**src/rtl/rcb_contact_debounce.sv**
```systemverilog
// Dual-contact (NC/NO) switch conditioner: 2-flop sync, tick-based debounce, per-channel REL/PRS/FAULT state machine.
// Latency: DEB_TICKS*TICK_DIV .. (DEB_TICKS+1)*TICK_DIV+3 clocks from a raw contact edge to pressed/event.
// Backpressure: none; outputs are level/pulse status, consumers sample every clock.
//
// Ports:
//   clk_100m     system clock
//   rst_syn      synchronous reset, active-high
//   nc_in/no_in  raw asynchronous NC/NO contacts, one bit per channel
//   fault_clr    per-channel one-clock fault clear request
//   pressed      debounced contact state (1 = NC=0/NO=1)
//   press_evt    one-clock pulse on released->pressed
//   release_evt  one-clock pulse on pressed->released
//   fault        sticky illegal-pair flag
module rcb_contact_debounce #(
    parameter int N_CH        = 8,
    parameter int TICK_DIV    = 100,
    parameter int DEB_TICKS   = 5000,
    parameter int FAULT_TICKS = 20000,
    parameter int CNT_W       = 16
) (
    input  logic            clk_100m,
    input  logic            rst_syn,
    input  logic [N_CH-1:0] nc_in,
    input  logic [N_CH-1:0] no_in,
    input  logic [N_CH-1:0] fault_clr,
    output logic [N_CH-1:0] pressed,
    output logic [N_CH-1:0] press_evt,
    output logic [N_CH-1:0] release_evt,
    output logic [N_CH-1:0] fault
);

    localparam int PW = (TICK_DIV > 1) ? $clog2(TICK_DIV) : 1;

    localparam logic [1:0] CODE_REL = 2'b10;
    localparam logic [1:0] CODE_PRS = 2'b01;

    localparam logic [CNT_W-1:0] DEB_CNT   = CNT_W'(DEB_TICKS);
    localparam logic [CNT_W-1:0] FAULT_CNT = CNT_W'(FAULT_TICKS);
    localparam logic [CNT_W-1:0] CNT_MAX   = '1;
    localparam logic [PW-1:0]    PRESC_TOP = PW'(TICK_DIV - 1);

    typedef enum logic [1:0] {
        ST_REL = 2'd0,
        ST_PRS = 2'd1,
        ST_FLT = 2'd2
    } state_t;

    // Synchroniser stages. Preset to the released code so reset can never
    // present an illegal pair to the candidate logic.
    logic [N_CH-1:0] nc_s1, nc_s2;
    logic [N_CH-1:0] no_s1, no_s2;

    logic [PW-1:0]    presc_q;
    logic             tick;

    logic [1:0]       cand_q  [N_CH];
    logic [CNT_W-1:0] cnt_q   [N_CH];
    state_t           state_q [N_CH];
    state_t           state_d [N_CH];

    logic [N_CH-1:0]  press_d;
    logic [N_CH-1:0]  release_d;

    assign tick = (presc_q == PRESC_TOP);

    // Synchroniser, shared prescaler, candidate/stability tracking.
    always_ff @(posedge clk_100m) begin
        if (rst_syn) begin
            nc_s1   <= '1;
            nc_s2   <= '1;
            no_s1   <= '0;
            no_s2   <= '0;
            presc_q <= '0;
            for (int i = 0; i < N_CH; i++) begin
                cand_q[i] <= CODE_REL;
                cnt_q[i]  <= '0;
            end
        end else begin
            nc_s1   <= nc_in;
            nc_s2   <= nc_s1;
            no_s1   <= no_in;
            no_s2   <= no_s1;
            presc_q <= tick ? '0 : presc_q + PW'(1);
            for (int i = 0; i < N_CH; i++) begin
                // A code change restarts the stability window even on a tick.
                if ({nc_s2[i], no_s2[i]} != cand_q[i]) begin
                    cand_q[i] <= {nc_s2[i], no_s2[i]};
                    cnt_q[i]  <= '0;
                end else if (tick && (cnt_q[i] != CNT_MAX)) begin
                    cnt_q[i]  <= cnt_q[i] + CNT_W'(1);
                end
            end
        end
    end

    // Per-channel state register and registered event pulses.
    always_ff @(posedge clk_100m) begin
        if (rst_syn) begin
            for (int i = 0; i < N_CH; i++) begin
                state_q[i] <= ST_REL;
            end
            press_evt   <= '0;
            release_evt <= '0;
        end else begin
            for (int i = 0; i < N_CH; i++) begin
                state_q[i] <= state_d[i];
            end
            press_evt   <= press_d;
            release_evt <= release_d;
        end
    end

    // Next-state decode. The illegal-code check comes first so a stable bad
    // pair wins from any state; leaving PRESSED this way raises no event.
    always_comb begin
        press_d   = '0;
        release_d = '0;
        for (int i = 0; i < N_CH; i++) begin
            state_d[i] = state_q[i];
            if (((cand_q[i] == 2'b00) || (cand_q[i] == 2'b11)) && (cnt_q[i] >= FAULT_CNT)) begin
                state_d[i] = ST_FLT;
            end else begin
                case (state_q[i])
                    ST_REL: begin
                        if ((cand_q[i] == CODE_PRS) && (cnt_q[i] >= DEB_CNT)) begin
                            state_d[i] = ST_PRS;
                            press_d[i] = 1'b1;
                        end
                    end
                    ST_PRS: begin
                        if ((cand_q[i] == CODE_REL) && (cnt_q[i] >= DEB_CNT)) begin
                            state_d[i]   = ST_REL;
                            release_d[i] = 1'b1;
                        end
                    end
                    ST_FLT: begin
                        // Clear only lands on a settled legal code; otherwise it is dropped.
                        if (fault_clr[i] && (cnt_q[i] >= DEB_CNT)) begin
                            if (cand_q[i] == CODE_REL) begin
                                state_d[i] = ST_REL;
                            end else if (cand_q[i] == CODE_PRS) begin
                                state_d[i] = ST_PRS;
                            end
                        end
                    end
                    default: begin
                        state_d[i] = ST_REL;
                    end
                endcase
            end
        end
    end

    always_comb begin
        pressed = '0;
        fault   = '0;
        for (int i = 0; i < N_CH; i++) begin
            pressed[i] = (state_q[i] == ST_PRS);
            fault[i]   = (state_q[i] == ST_FLT);
        end
    end

endmodule

```
**config.mk**
```make
export PLATFORM = sky130hd
export DESIGN_NAME = rcb_contact_debounce
export DESIGN_NICKNAME = d
export VERILOG_FILES = /design/src/rtl/rcb_contact_debounce.sv
export SDC_FILE = /design/constraint.sdc
export NUM_CORES = 1
export LEC_CHECK = 0
export CELL_PAD_IN_SITES_DETAIL_PLACEMENT = 0
export CELL_PAD_IN_SITES_GLOBAL_PLACEMENT = 2
export CORE_MARGIN = 4
export CORE_UTILIZATION = 36
export CTS_BUF_LIST = sky130_fd_sc_hd__clkbuf_4 sky130_fd_sc_hd__clkbuf_8 sky130_fd_sc_hd__clkbuf_16
export CTS_CLUSTER_SIZE = 24
export DETAILED_ROUTE_END_ITERATION = 16
export MAX_ROUTING_LAYER = met4
export PLACE_DENSITY = 0.89
export SLEW_MARGIN = 20
export SYNTH_ARGS = -nofsm -noshare
export SYNTH_HDL_FRONTEND = slang
export SYNTH_SLANG_ARGS = --single-unit
```
**constraint.sdc**
```tcl
create_clock -name clk_100m -period 2.93 [get_ports clk_100m]
set_input_delay 0.293 -clock clk_100m [delete_from_list [all_inputs] [get_ports clk_100m]]
set_output_delay 0.293 -clock clk_100m [all_outputs]
set_load 0.02 [all_outputs]
```
### Word-level counts from Yosys, hierarchy flattened

Memory sizes are Yosys's and may differ from the RTL's.
Cells that the tools add are included.

| operators by class | value |
|---|---|
| add/sub/neg operators | 9 |
| muxes and demuxes | 163 |
| reductions and logical operators | 81 |
| equal/unequal tests | 57 |
| magnitude comparators | 16 |
| bitwise operators | 48 |

Operator list:

| kind | number |
|---|---|
| $mux W16 | 16 |
| $add A16 B1 Y16 const B | 8 |
| $ge A16 B13 Y1 const B | 8 |
| $ge A16 B15 Y1 const B | 8 |
| $mux W2 | 64 |
| $ne A16 B16 Y1 const B | 8 |
| $mux W1 | 75 |
| $eq A2 B2 Y1 const B | 24 |
| $pmux W2 S3 | 8 |
| $reduce_or A3 Y1 | 16 |
| $logic_and A1 B1 Y1 | 40 |
| $eq A2 B1 Y1 const B | 16 |
| $logic_not A2 Y1 | 16 |
| $or A1 B1 Y1 | 32 |
| $ne A2 B2 Y1 | 8 |
| $not A1 Y1 | 16 |
| $logic_or A1 B1 Y1 | 8 |
| $add A7 B1 Y7 const B | 1 |
| $eq A7 B7 Y1 const B | 1 |
| $reduce_or A2 Y1 | 1 |

| word-level totals | value |
|---|---|
| logic and storage cells | 398 |
| memories kept | 3 |
| register bits after elaboration | 55 |
| memory bits (writable) | 160 |

Memory list:

| memory | words | bits a word | read ports | clocked after memory_dff | wr ports | line | RTL |
|---|---|---|---|---|---|---|---|
| cnt_q | 8 | 16 | 8 | 0 | 8 | 57 | `logic [CNT_W-1:0] cnt_q [N_CH];` |
| cand_q | 8 | 2 | 8 | 0 | 8 | 56 | `logic [1:0] cand_q [N_CH];` |
| state_q | 8 | 2 | 8 | 0 | 8 | 58 | `state_t state_q [N_CH];` |

### Longest topological paths before layout

Gate-level depths: netlist of run 1.

| depth | value |
|---|---|
| depth in word-level cells | 7 |
| gate-level depth with buffers | 8 |
| depth with buffers taken out | 7 |

### Least setup slack after synthesis of run 1

Ideal clock, no wire load.

| path | value |
|---|---|
| kind | reg2reg |
| start point | memory cnt_q[2][0] (netlist: cnt_q[0][32]) |
| end point | memory cnt_q[2][0] (netlist: cnt_q[0][32]), enable pin |
| setup slack | 134 ps |
| clock period less this slack | 2796 ps |
| arrival | 2385 ps |
| setup time | 411 ps |
| stages on the path, launching flop included | 6 |
| buffers on the path | 0 |
| cell sequence | edfxtp_1 ha_1 and3_1 nor3b_1 and3_1 o21ai_0 |

RTL lines:

| item | line |
|---|---|
| start, declared | 57 |

==> run_results.csv, run 1 <==
group,metric,value,unit
run_status,status,"finished, final reports clean",
clock_tree,cts_tree,"built",
synthesis,ys_ff_latch,215,
clock_tree,cts_resized,0,
placed_design,placed_area,12000,µm²
pwr,power.density,581,nW/µm²
grt,first_global_vias,7513,
routing,routed_wl,20900,µm
critical_path,crit_path_start_kind,"flip-flop",
layout,layout.nets,1228,
timing,tightest_slew,762,ps
floorplan,die_h,183,µm
timing,fin_setup_tns,0,ps
routing,viasPerCell,4.93,
routing,firstDrtPassIters,5,
synthesis,synth_common_cells,"nor2_1 (176), edfxtp_1 (144), xor2_1 (91)",
synthesis,synthCells,1098,
pwr,irDropWorstVdd,0.440,mV
synthesis,yosys.area.top_type,"edfxtp_1",
grt,antenna_found_initial,0,
synthesis,syn_nets,1157,
grt,grt_overflow,0,
routing,met3_length,898,µm
synthesis,yosys_warnings,0,
synthesis,synth-edff-count,144,
floorplan,initial_core_util,36.7,%
clock_tree,ctsHoldBuffers,0,
grt,grt_start_max_net_pins,26,
synthesis,synth.most_common_cell,"nor2_1",
layout,design_area,12900,µm²
synthesis,netlist_area,11000,µm²
clock_tree,clk_latency,520,ps
routing,m1WireLength,10300,µm
synthesis,syn_area_per_cell,9.99,µm²
timing,hold_viol,0,
critical_path,cp-end-kind,"flip-flop",
floorplan,dieArea,33300,µm²
synthesis,synth_top_area_share,39.4,%
placed_design,placed_cells_incl_taps,1530,
clock_tree,cts_sinks,215,
routing,routedWlPerCell,13.2,µm
timing,clock_skew,8.93,ps
floorplan,io_pins,58,
clock_tree,htreeDepth,1,
timing,timing.final.crit_period,2410,ps
critical_path,cp.required,3340,ps
routing,highest_layer,"met4",
timing,min_period_over_period,82.2,%
routing,num_vias,7788,
clock_tree,cts_made_buffers,27,
clock_tree,post_cts_buffers,0,
synthesis,synth_cell_types,56,
floorplan,die_w,183,µm
timing,max_clock_freq,0.415,GHz
critical_path,criticalPathCategory,"flip-flop to flip-flop",
grt,track_usage,12.7,%
routing,drcViolationCount,0,
layout,drive_above_1_share,7.99,%
placed_design,io_buffers,57,
run,cap_violations,0,
layout,syn_to_final_growth,17.5,%
critical_path,arrival,2820,ps
layout,instances_no_fill,1579,
timing,finalMaxSlewViolations,0,
pwr,leakagePower,0.00466,µW
synthesis,ys.flop_type,"edfxtp_1",
timing,setup_viol,0,
floorplan,core_area,29900,µm²
placed_design,dp_hpwl,14300,µm
synthesis,yosys-top-cells-area,"edfxtp_1 (39%), dfxtp_1 (13%), xor2_1 (7.3%)",
clock_tree,path_clk_slew,60,ps
grt,grt_pass1_wl,35700,µm
routing,wl_met2,9200,µm
routing,drtIter0Drc,526,
synthesis,synth-seq-area-share,52.4,%
layout,antenna_cells,0,
clock_tree,root_buffer,"clkbuf_16",
synthesis,synth-async-reset-ratio,0,%
timing,grt_setup_unrepaired,"false",
routing,ant_nets,0,
floorplan,row_count,63,
clock_tree,clock_path_buffers,3,
critical_path,crit_fanout,7,
timing,slew_headroom,49.2,%
worst_hold_path,hp-class,"primary input to flip-flop",
placed_design,gp_congestion,0.803,
## kinds of logic (layout without fill, tap and decap cells)
| family | Yosys count | after routing | synth area share (%) |
|---|---|---|---|
| and+or+nand+nor | 520 | 520 | 24.0 |
| adders and majority gates | 33 | 33 | 3.76 |
| buffers and inverters | 98 | 189 | 3.36 |
| xor gates and xnor gates | 127 | 127 | 10.1 |
| AOI/OAI and AO/OA | 105 | 105 | 6.34 |
| DFF | 215 | 215 | 52.4 |
## critical path, stage by stage (launching register included)
cell and delay (ps):
edfxtp_1 470, or4_1 530, a311o_1 410, a2111oi_4 420
o21ai_1 130, a2111oi_2 340
## registers in the layout, indices dropped and copies added (netlist names)
signal       cells
presc_q          7
no_s2            8
press_evt        8
nc_s2            8
cnt_q          128
state_q         16
nc_s1            8
cand_q          16
release_evt      8
no_s1            8
## through the flow
step	worst slack, ps	hold WS, ps	utilization (%)	power (µW)
floorplan	134	389	-	4200
global placement	552	391	40.3	4440
detailed placement	505	397	40.3	4450
CTS	495	130	43.2	7600
global route	367	148	43.2	7840
finish	522	137	43.2	7490
## area by class of cell
class                           instances  area [µm²]
Clock inverter                         11        53.8
Clock buffer                           38         796
Timing Repair Buffer                   77         718
Fill cell                            2885       17000
Sequential cell                       215        5750
Tap cell                              390         488
Multi-Input combinational cell        785        4850
Inverter                               63         236
## power by group
group,switching [µW],internal (µW)
logic,346,297
clock network,1230,1880
registers,259,3480
total,1830,5650
## worst paths after layout
| check | from | endpoint | slack, ps | cells after the start |
|---|---|---|---|---|
| max | cnt_q[1][38]$_SDFFCE_PP0P_ | state_q[1][4]$_SDFFE_PP0P_ | 520 | 5 |
| min | rst_syn | no_s2[5]$_SDFF_PP0_ | 140 | 2 |
| max reg2reg | cnt_q[1][38]$_SDFFCE_PP0P_ | state_q[1][4]$_SDFFE_PP0P_ | 520 | 5 |
| min reg2reg | nc_s1[0]$_SDFF_PP1_ | nc_s2[0]$_SDFF_PP1_ | 410 | 1 |
## cells in the final DEF (no fill, tap or decap), drive strengths merged, types with 7 or more instances in the layout
cell           count
clkdlybuf4s50     56
nand3             46
nor2b             32
xor2              91
ha                33
nor3              38
nor3b             10
nand4             34
or2               23
nand2             68
nor4              12
clkinv            10
and3              26
nand3b             7
buf               21
edfxtp           144
xnor2             36
and4              19
a21oi             26
dfxtp             71
clkbuf            38
o21ai             36
nor2             176
or3                8
inv               64
## metal layers
metal	global-route usage (%)	vias up
met2	19.5	125
met4	3.36	0
li1	-	3998
met5	-	-
met1	17.5	3629
met3	2.13	36
Power figures use the tool's default switching activity.
==> run 2: changes to the inputs <==
Clock period 2.93 ns to 2.1 ns, I/O delays scaled along.
==> run_results.csv, run 2 (synthesis gave the netlist of run 1 again) <==
group,metric,value,unit
run_status,status,"finished, violations left",
run_status,violations,"setup timing",
layout,drive_above_1_share,12.1,%
routing,ant_nets,0,
layout,final_common_cell,"nor2_1",
floorplan,row_count,63,
grt,grt_overflow,0,
critical_path,crit_fanout,4,
critical_path,timing.rr.start,"cnt_q[1][37]$_SDFFCE_PP0P_",
critical_path,cp.required,2510,ps
timing,grt_setup_unrepaired,"true",
grt,track_usage,13.5,%
critical_path,arrival,2560,ps
routing,routed_wl,21700,µm
timing,clock_skew,7.59,ps
placed_design,dp_hpwl,15200,µm
pwr,power.density,793,nW/µm²
pwr,power,10600,µW
placed_design,gp_congestion,0.825,
floorplan,core_area,29900,µm²
worst_hold_path,hp-class,"primary input to flip-flop",
layout,layout_common_cells,"nor2_1 (176), edfxtp_1 (144), xor2_1 (91)",
worst_hold_path,worstHoldStart,"rst_syn",
timing,setup_viol,3,
routing,wl_met2,9920,µm
critical_path,crit_path_start_kind,"flip-flop",
layout,largest_reg_flops,128,
critical_path,worstSetupStartpoint,"cnt_q[1][37]$_SDFFCE_PP0P_",
floorplan,dieArea,33300,µm²
routing,highest_layer,"met4",
grt,grt_start_max_net_pins,25,
clock_tree,root_buffer,"clkbuf_16",
layout,top_register,"cnt_q",
floorplan,initial_core_util,36.7,%
placed_design,placed_area,12400,µm²
layout,syn_to_final_growth,21.5,%
clock_tree,ctsHoldBuffers,0,
timing,tightest_slew,512,ps
routing,firstDrtPassIters,5,
routing,drtIter0Drc,463,
clock_tree,clk_latency,510,ps
floorplan,io_pins,58,
timing,timing.final.crit_period,2150,ps
placed_design,placed_cells_incl_taps,1570,
layout,instances_no_fill,1617,
layout,layout.nets,1268,
layout,largestRegisters,"cnt_q (128), cand_q (16), state_q (16)",
timing,fin_ws,-49.6,ps
routing,num_vias,7957,
grt,first_global_vias,7797,
timing,finalMaxSlewViolations,0,
grt,grt_pass1_wl,37600,µm
timing,min_period_over_period,102,%
routing,viasPerCell,4.92,
clock_tree,cts_tree,"built",
critical_path,criticalPathCategory,"flip-flop to flip-flop",
timing,hold_viol,0,
clock_tree,clock_path_buffers,3,
run,cap_violations,0,
timing,slew_headroom,65.5,%
routing,m1WireLength,10500,µm
floorplan,die_w,183,µm
floorplan,die_h,183,µm
grt,antenna_found_initial,0,
placed_design,io_buffers,57,
layout,design_area,13300,µm²
pwr,irDropWorstVdd,0.497,mV
layout,fillers,2880,
routing,routedWlPerCell,13.4,µm
pwr,leakagePower,0.00490,µW
layout,antenna_cells,0,
clock_tree,cts_sinks,215,
timing,max_clock_freq,0.465,GHz
clock_tree,cts_made_buffers,25,
clock_tree,htreeDepth,1,
critical_path,cp-end-kind,"flip-flop",
routing,drcViolationCount,0,
clock_tree,path_clk_slew,60,ps
routing,met3_length,918,µm
[run 2: metrics by stage]
step | worst slack, ps | TNS [ps] | hold slack (ps) | utilization, %
4_1_cts | -15.6 | -15.6 | 65.0 | 44.4
3_5_place_dp | 0.0382 | 0 | 395 | 41.6
2_1_floorplan | 4.12 | 0 | 314 | -
6_report | -49.6 | -93.0 | 94.0 | 44.6
3_3_place_gp | 41.0 | 0 | 396 | 41.6
5_1_grt | -146 | -443 | 87.5 | 44.6
[run 2: where the power goes]
group	leakage (µW)	switching, µW	internal, µW
Combinational	0.00234	546	498
Clock	0.000418	1720	2620
Sequential	0.00214	334	4850
[run 2: timing repair]
action,in CTS,in global routing
resized for setup,1,10
cloned,0,1
setup endpoints to repair,2,36
pin swaps,0,4
buffers inserted,0,1
[run 2: worst max-delay path, cell delays in order, from the launching register on]
cell       delay, ps
edfxtp_1         370
or4_1            540
a311o_1          360
a2111oi_4        380
buf_4            180
nor3_2            40
and3_1           180
[run 2: layout make-up]
type	count	area [µm²]	share of cell area (%)
Multi-Input combinational cell	786	4950	37.2
Clock buffer	33	746	5.60
Sequential cell	215	5750	43.1
Clock inverter	12	88.8	0.667
Inverter	63	236	1.77
Tap cell	390	488	3.66
Timing Repair Buffer	118	1070	8.00
[run 2: worst paths after layout]
| path | to | slack [ps] | cells past startpoint |
|---|---|---|---|
| max | release_evt[6]$_SDFF_PP0_ | -50 | 6 |
| min | presc_q[4]$_SDFF_PP0_ | 90 | 2 |
| max reg2reg | release_evt[6]$_SDFF_PP0_ | -50 | 6 |
| min reg2reg | nc_s2[1]$_SDFF_PP1_ | 410 | 1 |
[run 2: per-layer routing]
| metal | global-route usage (%) | vias to the layer above |
|---|---|---|
| met5 | - | - |
| met4 | 2.67 | 0 |
| met3 | 2.45 | 27 |
| met2 | 21.3 | 114 |
| met1 | 18.2 | 3729 |
| li1 | - | 4087 |
